==> config.mk <==
export PLATFORM = sky130hd
export DESIGN_NAME = nibble_serial_subtractor
export DESIGN_NICKNAME = d
export VERILOG_FILES = /design/src/rtl/nibble_serial_subtractor.sv
export SDC_FILE = /design/constraint.sdc
export NUM_CORES = 1
export LEC_CHECK = 0
export CAP_MARGIN = 20
export CORE_MARGIN = 5
export CORE_UTILIZATION = 38
export DETAILED_ROUTE_END_ITERATION = 8
export PLACE_DENSITY_LB_ADDON = 0.2
export SLEW_MARGIN = 20
export SYNTH_ARGS = -nofsm -noshare
export SYNTH_HDL_FRONTEND = slang
export SYNTH_SLANG_ARGS = --single-unit
==> constraint.sdc <==
create_clock -name clk -period 1.6 [get_ports clk]
set_clock_uncertainty 0.15 [all_clocks]
set_input_delay 0.24 -clock clk [delete_from_list [all_inputs] [get_ports clk]]
set_output_delay 0.24 -clock clk [all_outputs]
set_load 0.1 [all_outputs]
==> src/rtl/nibble_serial_subtractor.sv <==
// Nibble-serial subtractor: diff = a - b - bin through one 4-bit look-ahead slice, LSB nibble first.
// Optional SUB_COMPARE_FLAGS_EN adds unsigned/signed less-than outputs ltu and lts.
module nibble_serial_subtractor #(
  parameter int unsigned WIDTH = 16
) (
  input  logic             clk,
  input  logic             rst,
  input  logic             start,
  input  logic [WIDTH-1:0] a,
  input  logic [WIDTH-1:0] b,
  input  logic             bin,
  output logic             busy,
  output logic             done,
  output logic [WIDTH-1:0] diff,
  output logic             bout,
  output logic             zero,
`ifdef SUB_COMPARE_FLAGS_EN
  output logic             ltu,
  output logic             lts,
`endif
  output logic             ovf
);

  localparam int unsigned N  = WIDTH / 4;
  localparam int unsigned KW = (N > 1) ? $clog2(N) : 1;

  typedef enum logic [1:0] {IDLE, RUN, DONE} state_t;

  state_t           state_q, state_d;
  logic [WIDTH-1:0] a_q, a_d, b_q, b_d;
  logic             borrow_q, borrow_d;
  logic [KW-1:0]    k_q, k_d;
  logic [WIDTH-5:0] res_q, res_d;
  logic             busy_q, busy_d, done_q, done_d;
  logic [WIDTH-1:0] diff_q, diff_d;
  logic             bout_q, bout_d, zero_q, zero_d, ovf_q, ovf_d;
`ifdef SUB_COMPARE_FLAGS_EN
  logic             ltu_q, ltu_d, lts_q, lts_d;
`endif

  // Look-ahead slice on the low nibble of the shifting operand registers: a + ~b + ~borrow
  logic [3:0]       x, y, p, g, sum;
  logic [4:0]       c;
  logic [WIDTH-1:0] full;

  assign x    = a_q[3:0];
  assign y    = ~b_q[3:0];
  assign p    = x ^ y;
  assign g    = x & y;
  assign c[0] = ~borrow_q;
  assign c[1] = g[0] | (p[0] & c[0]);
  assign c[2] = g[1] | (p[1] & g[0]) | (p[1] & p[0] & c[0]);
  assign c[3] = g[2] | (p[2] & g[1]) | (p[2] & p[1] & g[0]) | (p[2] & p[1] & p[0] & c[0]);
  assign c[4] = g[3] | (p[3] & g[2]) | (p[3] & p[2] & g[1]) | (p[3] & p[2] & p[1] & g[0])
              | (p[3] & p[2] & p[1] & p[0] & c[0]);
  assign sum  = p ^ c[3:0];
  assign full = {sum, res_q};

  // Next-state and registered-output logic
  always_comb begin
    state_d  = state_q;
    a_d      = a_q;
    b_d      = b_q;
    borrow_d = borrow_q;
    k_d      = k_q;
    res_d    = res_q;
    diff_d   = diff_q;
    bout_d   = bout_q;
    zero_d   = zero_q;
    ovf_d    = ovf_q;
`ifdef SUB_COMPARE_FLAGS_EN
    ltu_d    = ltu_q;
    lts_d    = lts_q;
`endif

    unique case (state_q)
      IDLE, DONE: begin
        if (start) begin
          state_d  = RUN;
          a_d      = a;
          b_d      = b;
          borrow_d = bin;
          k_d      = '0;
        end else begin
          state_d  = IDLE;
        end
      end
      RUN: begin
        a_d      = a_q >> 4;
        b_d      = b_q >> 4;
        borrow_d = ~c[4];
        k_d      = k_q + KW'(1);
        res_d    = full[WIDTH-1:4];
        // Final nibble: publish the whole result at once, never partial nibbles
        if (k_q == KW'(N - 1)) begin
          state_d = DONE;
          diff_d  = full;
          bout_d  = ~c[4];
          zero_d  = (full == '0);
          ovf_d   = c[3] ^ c[4];
`ifdef SUB_COMPARE_FLAGS_EN
          ltu_d   = ~c[4];
          lts_d   = full[WIDTH-1] ^ c[3] ^ c[4];
`endif
        end
      end
      default: state_d = IDLE;
    endcase

    busy_d = (state_d == RUN);
    done_d = (state_d == DONE);
  end

  always_ff @(posedge clk) begin
    if (rst) begin
      state_q  <= IDLE;
      a_q      <= '0;
      b_q      <= '0;
      borrow_q <= 1'b0;
      k_q      <= '0;
      res_q    <= '0;
      busy_q   <= 1'b0;
      done_q   <= 1'b0;
      diff_q   <= '0;
      bout_q   <= 1'b0;
      zero_q   <= 1'b0;
      ovf_q    <= 1'b0;
`ifdef SUB_COMPARE_FLAGS_EN
      ltu_q    <= 1'b0;
      lts_q    <= 1'b0;
`endif
    end else begin
      state_q  <= state_d;
      a_q      <= a_d;
      b_q      <= b_d;
      borrow_q <= borrow_d;
      k_q      <= k_d;
      res_q    <= res_d;
      busy_q   <= busy_d;
      done_q   <= done_d;
      diff_q   <= diff_d;
      bout_q   <= bout_d;
      zero_q   <= zero_d;
      ovf_q    <= ovf_d;
`ifdef SUB_COMPARE_FLAGS_EN
      ltu_q    <= ltu_d;
      lts_q    <= lts_d;
`endif
    end
  end

  assign busy = busy_q;
  assign done = done_q;
  assign diff = diff_q;
  assign bout = bout_q;
  assign zero = zero_q;
  assign ovf  = ovf_q;
`ifdef SUB_COMPARE_FLAGS_EN
  assign ltu  = ltu_q;
  assign lts  = lts_q;
`endif

endmodule
==> summary.txt, run 1 <==
Status
  – Outcome: complete, but fails checks
  – Failing checks: negative setup slack

Worst setup path
  – Worst path arrival time: 1.81 ns
  – Internal reg-to-reg setup slack: -0.11 ns
  – Slowest stage cell, crit path: dfxtp_2
  – Worst Path Class, Setup: reg -> reg
  – Reg-to-Reg Start: a_q[0]
  – Crit path from: a_q[0]
  – Peak fanout along the critical path: 4
  – Crit end category: flip-flop
  – Kind of start point of the critical path: flip-flop
  – Critical Path, Cell by Cell: buf_6 -> ha_4 -> nand2b_4 -> a21oi_4 -> nor2_2 -> or3_1 -> a311oi_2
  – Max stage delay on crit path: 0.33 ns
  – Worst EP required: 1.70 ns

Timing
  – Final setup TNS: -0.393 ns
  – Slew Limit Fails: 0
  – Final setup viols: 6
  – Fin crit share: 1.07
  – Worst setup margin: -0.106 ns
  – Least-Margin Pin Slew: 0.477 ns
  – Final Hold Fails: 0
  – Max frequency: 586 MHz
  – Post-layout min period: 1.71 ns
  – RSZ-0062 raised after global routing: true
  – Worst relative slew slack: 0.682
  – Hold Slack: 0.195 ns

Die
  – Number of primary I/O pins: 57
  – Die Y: 96.5 µm
  – Initial Util: 0.392
  – DIE AREA: 9310 µm²
  – Die width: 96.5 µm
  – # rows: 31
  – Std-Cell Core Area: 7250 µm²

Power
  – Total power: 4.22 mW
  – Max VDD drop: 605 µV
  – Leakage: 1.59 nW
  – Power Dens Cells: 1010 nW/µm²

Global route
  – Largest net degree at the start of global routing: 46
  – Vias in the first global route: 2417
  – First-pass GRT wire length: 11100 µm
  – Initial antenna violation count: 0
  – GR Util All Layers: 0.154
  – GR Overflow Total: 0

Synth
  – Leading area contributor after synthesis: dfxtp_1
  – Post-synthesis sequential area ratio: 0.493
  – Cell Area, Synth: 2840 µm²
  – Synth top area share: 0.493
  – Xor/xnor share of the synthesized area: 0.00924
  – Compound-Gate Fraction of Synth Area: 0.168
  – Post-Synth Adder-Cell Area: 0.0290
  – Register bit total from synthesis: 70
  – YS warnings: 0
  – Multiplexer share of the synthesized area: 0.0669
  – Mapped Nets: 370
  – Post-Syn Instances: 328
  – Yosys cell types: 35
  – Post-Synth Simple-Gate Area: 0.187
  – Mapped Avg Cell Area: 8.67 µm²
  – Ranking of synthesized cells by area: dfxtp_1 (49%), nor2_1 (7.3%), a211oi_1 (6.9%)
  – Main combinational cell family by area after synthesis: simple AND/OR/NAND/NOR gates

Clock tree
  – Worst-path clk slew: 0.07 ns
  – Maximum buffer depth of the clock tree: 2
  – Number of CTS-inserted buffers: 9
  – TritonCTS clock tree: built
  – Skew-Pair Late Insertion Delay: 0.34 ns
  – CTS H-tree lvls: 3
  – Hold_buf cts: 0
  – Root Buffer: clkbuf_8
  – Clk sinks: 70

Placed design
  – GPL Wtd Cong: 0.768
  – Hpwl dp: 4640 µm
  – Port bufs: 56
  – Placed cells: 486

Drt
  – ANT nets after route: 0
  – TritonRoute pass-1 iters: 4
  – First-iteration detailed-routing DRC count: 45
  – Drc violations: 0
  – Total Wirelength: 6510 µm
  – Vias: 2452
  – Wirelength per Cell: 12.9 µm
  – DR vias/cell: 4.87

Flow run
  – Max-cap violations: 0

Min path
  – Worst hold path class: in -> reg
  – Worst Hold Launch: rst

Final layout
  – Ratio of cells with drive above 1 in the final layout: 0.230
  – Register area: 1410 µm²
  – Area taken by multi-input logic gates: 1390 µm²
  – Finished Layout Cells: 504
  – Fillers: 667
  – Area delta synth->final: 47.1%
  – Nets@finish: 443
  – # diodes: 0
==> timing repair <==
| action | in CTS | in global routing |
|---|---|---|
| pin swaps | 6 | 5 |
| setup endpoints to repair | 16 | 10 |
| gates resized for setup | 9 | 8 |
| setup buffers | 3 | 0 |
==> layer usage <==
| layer | part of all wire | global-route usage |
|---|---|---|
| met5 | 0 | 0 |
| met4 | 0.011 | 0.0456 |
| met3 | 0.048 | 0.0496 |
| met2 | 0.48 | 0.252 |
| met1 | 0.46 | 0.195 |
==> sequential cells by signal, indices dropped and copies added, names as in the netlist <==
signal	cells
a_q	16
b_q	16
borrow_q	1
bout	1
busy	1
diff	16
done	1
k_q	2
ovf	1
res_q	12
state_q	2
zero	1
==> cells in the final DEF (no fill, tap or decap), types with 2 or more instances in the layout <==
master | netlist | layout
nand2_1 | 52 | 51
a211oi_1 | 26 | 26
buf_6 | 0 | 3
nor4_1 | 2 | 2
inv_2 | 0 | 3
clkbuf_8 | 0 | 12
ha_4 | 0 | 3
nand3b_1 | 3 | 3
buf_12 | 0 | 23
mux2i_1 | 19 | 19
xnor2_1 | 2 | 2
nor2_2 | 1 | 5
nor2_1 | 55 | 51
nand2_2 | 1 | 2
ha_1 | 5 | 2
clkdlybuf4s50_1 | 0 | 34
buf_4 | 2 | 26
inv_1 | 5 | 2
dfxtp_1 | 70 | 67
dfxtp_2 | 0 | 3
a22oi_1 | 10 | 10
nor3_1 | 5 | 5
a21oi_1 | 30 | 29
==> final cells by class <==
class	count	area share
inverters	5	0.00449
multi-input cells	228	0.333
clock inverters	3	0.0102
clock buffers	12	0.0395
flip-flops and latches	70	0.336
well taps	99	0.0296
repair buffers	87	0.247
==> critical path, delay by kind of cell (launching register included) <==
family                   cells  cell delay [ns]
adder cells (fa/ha/maj)      1             0.26
AND/OR/NAND/NOR              3             0.43
buffers and inverters        1             0.11
flip-flops                   1             0.33
AO/OA/AOI/OAI                2             0.35
==> worst paths after layout <==
check / end / cells past startpoint
setup reg to reg: ovf / 7
setup / recovery: ovf / 7
hold reg to reg: diff[2] / 2
hold / removal: done / 2
==> logic make-up after synthesis <==
kind of cell | count (synthesis)
muxes | 19
and+or+nand+nor | 127
DFF | 70
buffers and inverters | 30
xor gates and xnor gates | 3
adders and majority gates | 6
AOI/OAI and AO/OA | 73
==> metrics by stage <==
| step | area [µm²] | util | setup slack, ns |
|---|---|---|---|
| after floorplan | 2890 | - | -0.0516 |
| after global placement | 3920 | 0.540 | -0.237 |
| after detailed placement | 3920 | 0.540 | -0.283 |
| after CTS | 4160 | 0.574 | -0.134 |
| after global routing | 4180 | 0.577 | -0.225 |
| final | 4180 | 0.577 | -0.106 |
==> synthesized netlist by cell type <==
master	number
a311oi_2	1
buf_2	10
xor2_1	1
nand4_1	1
inv_1	5
buf_1	3
o311ai_0	2
nand3_1	1
nor2_2	1
clkbuf_1	10
a22oi_1	10
a21oi_1	30
o31ai_1	1
nand2_2	1
xnor2_1	2
or3_1	1
and2_1	1
o21ai_1	1
fa_1	1
nand2b_4	1
nand2_1	52
dfxtp_1	70
nor4_1	2
and2b_1	1
a21oi_2	1
mux2i_1	19
nor3_1	5
ha_1	5
nor2b_1	1
nor2_1	55
buf_4	2
nand2b_1	1
nand3b_1	3
o21ai_0	1
a211oi_1	26
==> where the power goes <==
group          total [mW]  leakage [nW]  internal, mW  switching, mW
Sequential           1.92         0.573          1.85         0.0708
Combinational       0.849         0.910         0.451          0.398
Clock                1.46         0.104         0.836          0.620
Total                4.22          1.59          3.13           1.09
(Power assumes the default switching activity.)
==> inputs of run 2 (changes only) <==
Clock period 1.6 ns to 1.62 ns, I/O delays scaled along.
==> run 2 against run 1 <==
Largest cell class is now multi-input combinational cells. Utilization increased by 0.53 points. Final area increased by 0.93%. Sequential cell count unchanged. Sequential share of layout area decreased by 0.28 points. Combinational power increased by 0.7%. Die area unchanged. The run still ends with negative setup slack left. Clock power increased by 9%. Routed wire length increased by 1.8%. Total power increased by 2.8%. Cell count unchanged.
==> summary.txt, run 2 (synthesis results as in run 1) <==
Worst setup path
  – Worst Path Class, Setup: reg -> reg
  – Max stage delay on crit path: 0.33 ns (about the same)
  – Worst path arrival time: 1.79 ns (-0.02 ns)
  – Critical Path, Cell by Cell: inv_2 -> ha_4 -> nand2b_4 -> a21oi_4 -> nor2_2 -> or3_1 -> a311oi_2
  – Crit end category: flip-flop
  – Peak fanout along the critical path: 4 (unchanged)
  – Slowest stage cell, crit path: dfxtp_2
  – Worst EP required: 1.72 ns (+0.02 ns)
  – Internal reg-to-reg setup slack: -0.07 ns (+0.04 ns)
  – Kind of start point of the critical path: flip-flop

Timing
  – Slew Limit Fails: 0 (unchanged)
  – Least-Margin Pin Slew: 0.477 ns (-0.000245 ns)
  – RSZ-0062 raised after global routing: true
  – Fin crit share: 1.04 (-0.0241)
  – Worst relative slew slack: 0.682 (about the same)
  – Max frequency: 592 MHz (+1.1%)
  – Hold Slack: 0.204 ns (+0.00876 ns)
  – Post-layout min period: 1.69 ns (-0.0177 ns)
  – Worst setup margin: -0.0678 ns (+0.0377 ns)
  – Final Hold Fails: 0 (unchanged)
  – Final setup TNS: -0.108 ns (+0.286 ns)
  – Final setup viols: 2 (-4)

Placed design
  – Port bufs: 56 (unchanged)
  – GPL Wtd Cong: 0.773 (+0.57%)
  – Hpwl dp: 4720 µm (+1.5%)
  – Placed cells: 486 (unchanged)
  – Placed instance area: 3920 µm² (unchanged)
  – Setup WS pre-CTS: -0.269 ns (+0.0141 ns)

Status
  – Failing checks: negative setup slack
  – Outcome: complete, but fails checks

Power
  – Max VDD drop: 552 µV (-8.8%)
  – Leakage: 1.60 nW (+0.65%)
  – Total power: 4.34 mW (+2.8%)
  – Power Dens Cells: 1030 nW/µm² (+1.8%)

Drt
  – DR vias/cell: 4.90 (+0.82%)
  – Drc violations: 0 (unchanged)
  – ANT nets after route: 0 (unchanged)
  – TritonRoute pass-1 iters: 4 (unchanged)
  – Wirelength per Cell: 13.1 µm (+1.8%)
  – Total Wirelength: 6630 µm (+1.8%)
  – First-iteration detailed-routing DRC count: 58 (+29%)
  – Vias: 2472 (+0.82%)

Global route
  – Initial antenna violation count: 0 (unchanged)
  – Largest net degree at the start of global routing: 29 (-37%)
  – Vias in the first global route: 2412 (-0.21%)
  – GR Util All Layers: 0.155 (+0.000978)
  – First-pass GRT wire length: 11100 µm (+0.24%)
  – GR Overflow Total: 0 (unchanged)

Clock tree
  – Skew-Pair Late Insertion Delay: 0.34 ns (about the same)
  – TritonCTS clock tree: built
  – Clk sinks: 70 (unchanged)
  – Number of CTS-inserted buffers: 9 (unchanged)
  – CTS H-tree lvls: 3 (unchanged)
  – Worst-path clk slew: 0.07 ns (about the same)
  – Root Buffer: clkbuf_8
  – Maximum buffer depth of the clock tree: 2 (unchanged)

Die
  – DIE AREA: 9310 µm² (unchanged)
  – # rows: 31 (unchanged)
  – Std-Cell Core Area: 7250 µm² (unchanged)
  – Die Y: 96.5 µm (unchanged)
  – Die width: 96.5 µm (unchanged)
  – Number of primary I/O pins: 57 (unchanged)
  – Initial Util: 0.392 (unchanged)

Final layout
  – Fin area: 4220 µm² (+0.93%)
  – Area delta synth->final: 48.4%
  – Post-layout util: 0.582 (+0.00535)
  – # diodes: 0 (unchanged)
  – Nets@finish: 442 (-0.23%)
  – Most common cell after layout, fill and taps aside: dfxtp_1
  – Finished Layout Cells: 504 (unchanged)
  – Ratio of cells with drive above 1 in the final layout: 0.240 (+0.00988)
  – Commonest non-fill, non-tap cells in the layout: dfxtp_1 (66), nand2_1 (52), nor2_1 (51), clkdlybuf4s50_1 (34), a21oi_1 (28)

Flow run
  – Max-cap violations: 0 (unchanged)

Min path
  – Worst hold path class: in -> reg
[run 2: metal layers]
layer	global-route usage	up-vias	routed length [µm]
met1	0.193	1139	2980
met3	0.0519	3	318
met5	0	-	0
li1	-	1275	-
met4	0.0502	0	38
met2	0.254	55	3290
[run 2: timing repair]
item / CTS / global route
setup endpoints to repair: 8 / 9
pin swaps: 6 / 8
hold buffers: 0 / 0
setup buffers: 1 / 1
gates resized for setup: 9 / 13
[run 2: final cells by class]
type	instances	area [µm²]
inverters	5	18.8
well taps	99	124
fillers	653	3030
clock inverters	5	81.3
repair buffers	86	1030
multi-input cells	228	1410
clock buffers	11	151
flip-flops and latches	70	1410
[run 2: final timing paths]
path / cells after the start / endpoint / start
max: 7 / ovf / b_q[0]
min: 2 / done / rst
max reg2reg: 7 / ovf / b_q[0]
min reg2reg: 2 / diff[2] / res_q[2]
[run 2: where the power goes]
part	leakage, nW	switching, mW	internal (mW)	total, mW
combinational	0.908	0.409	0.445	0.855
sequential	0.573	0.0697	1.82	1.89
clock	0.116	0.641	0.950	1.59
[run 2: critical path: cells and delay by family, from the launching register on]
kind	cells	cell delay, ns
AO/OA/AOI/OAI	2	0.37
buffers and inverters	1	0.05
AND/OR/NAND/NOR	3	0.43
flip-flops	1	0.33
adder cells (fa/ha/maj)	1	0.26
==> inputs of run 3 (changes only) <==
Settings changed: ABC_CLOCK_PERIOD_IN_PS set to 1620.
==> results of run 3 <==
No change in the layout: final DEF, timing and power equal those of run 2.
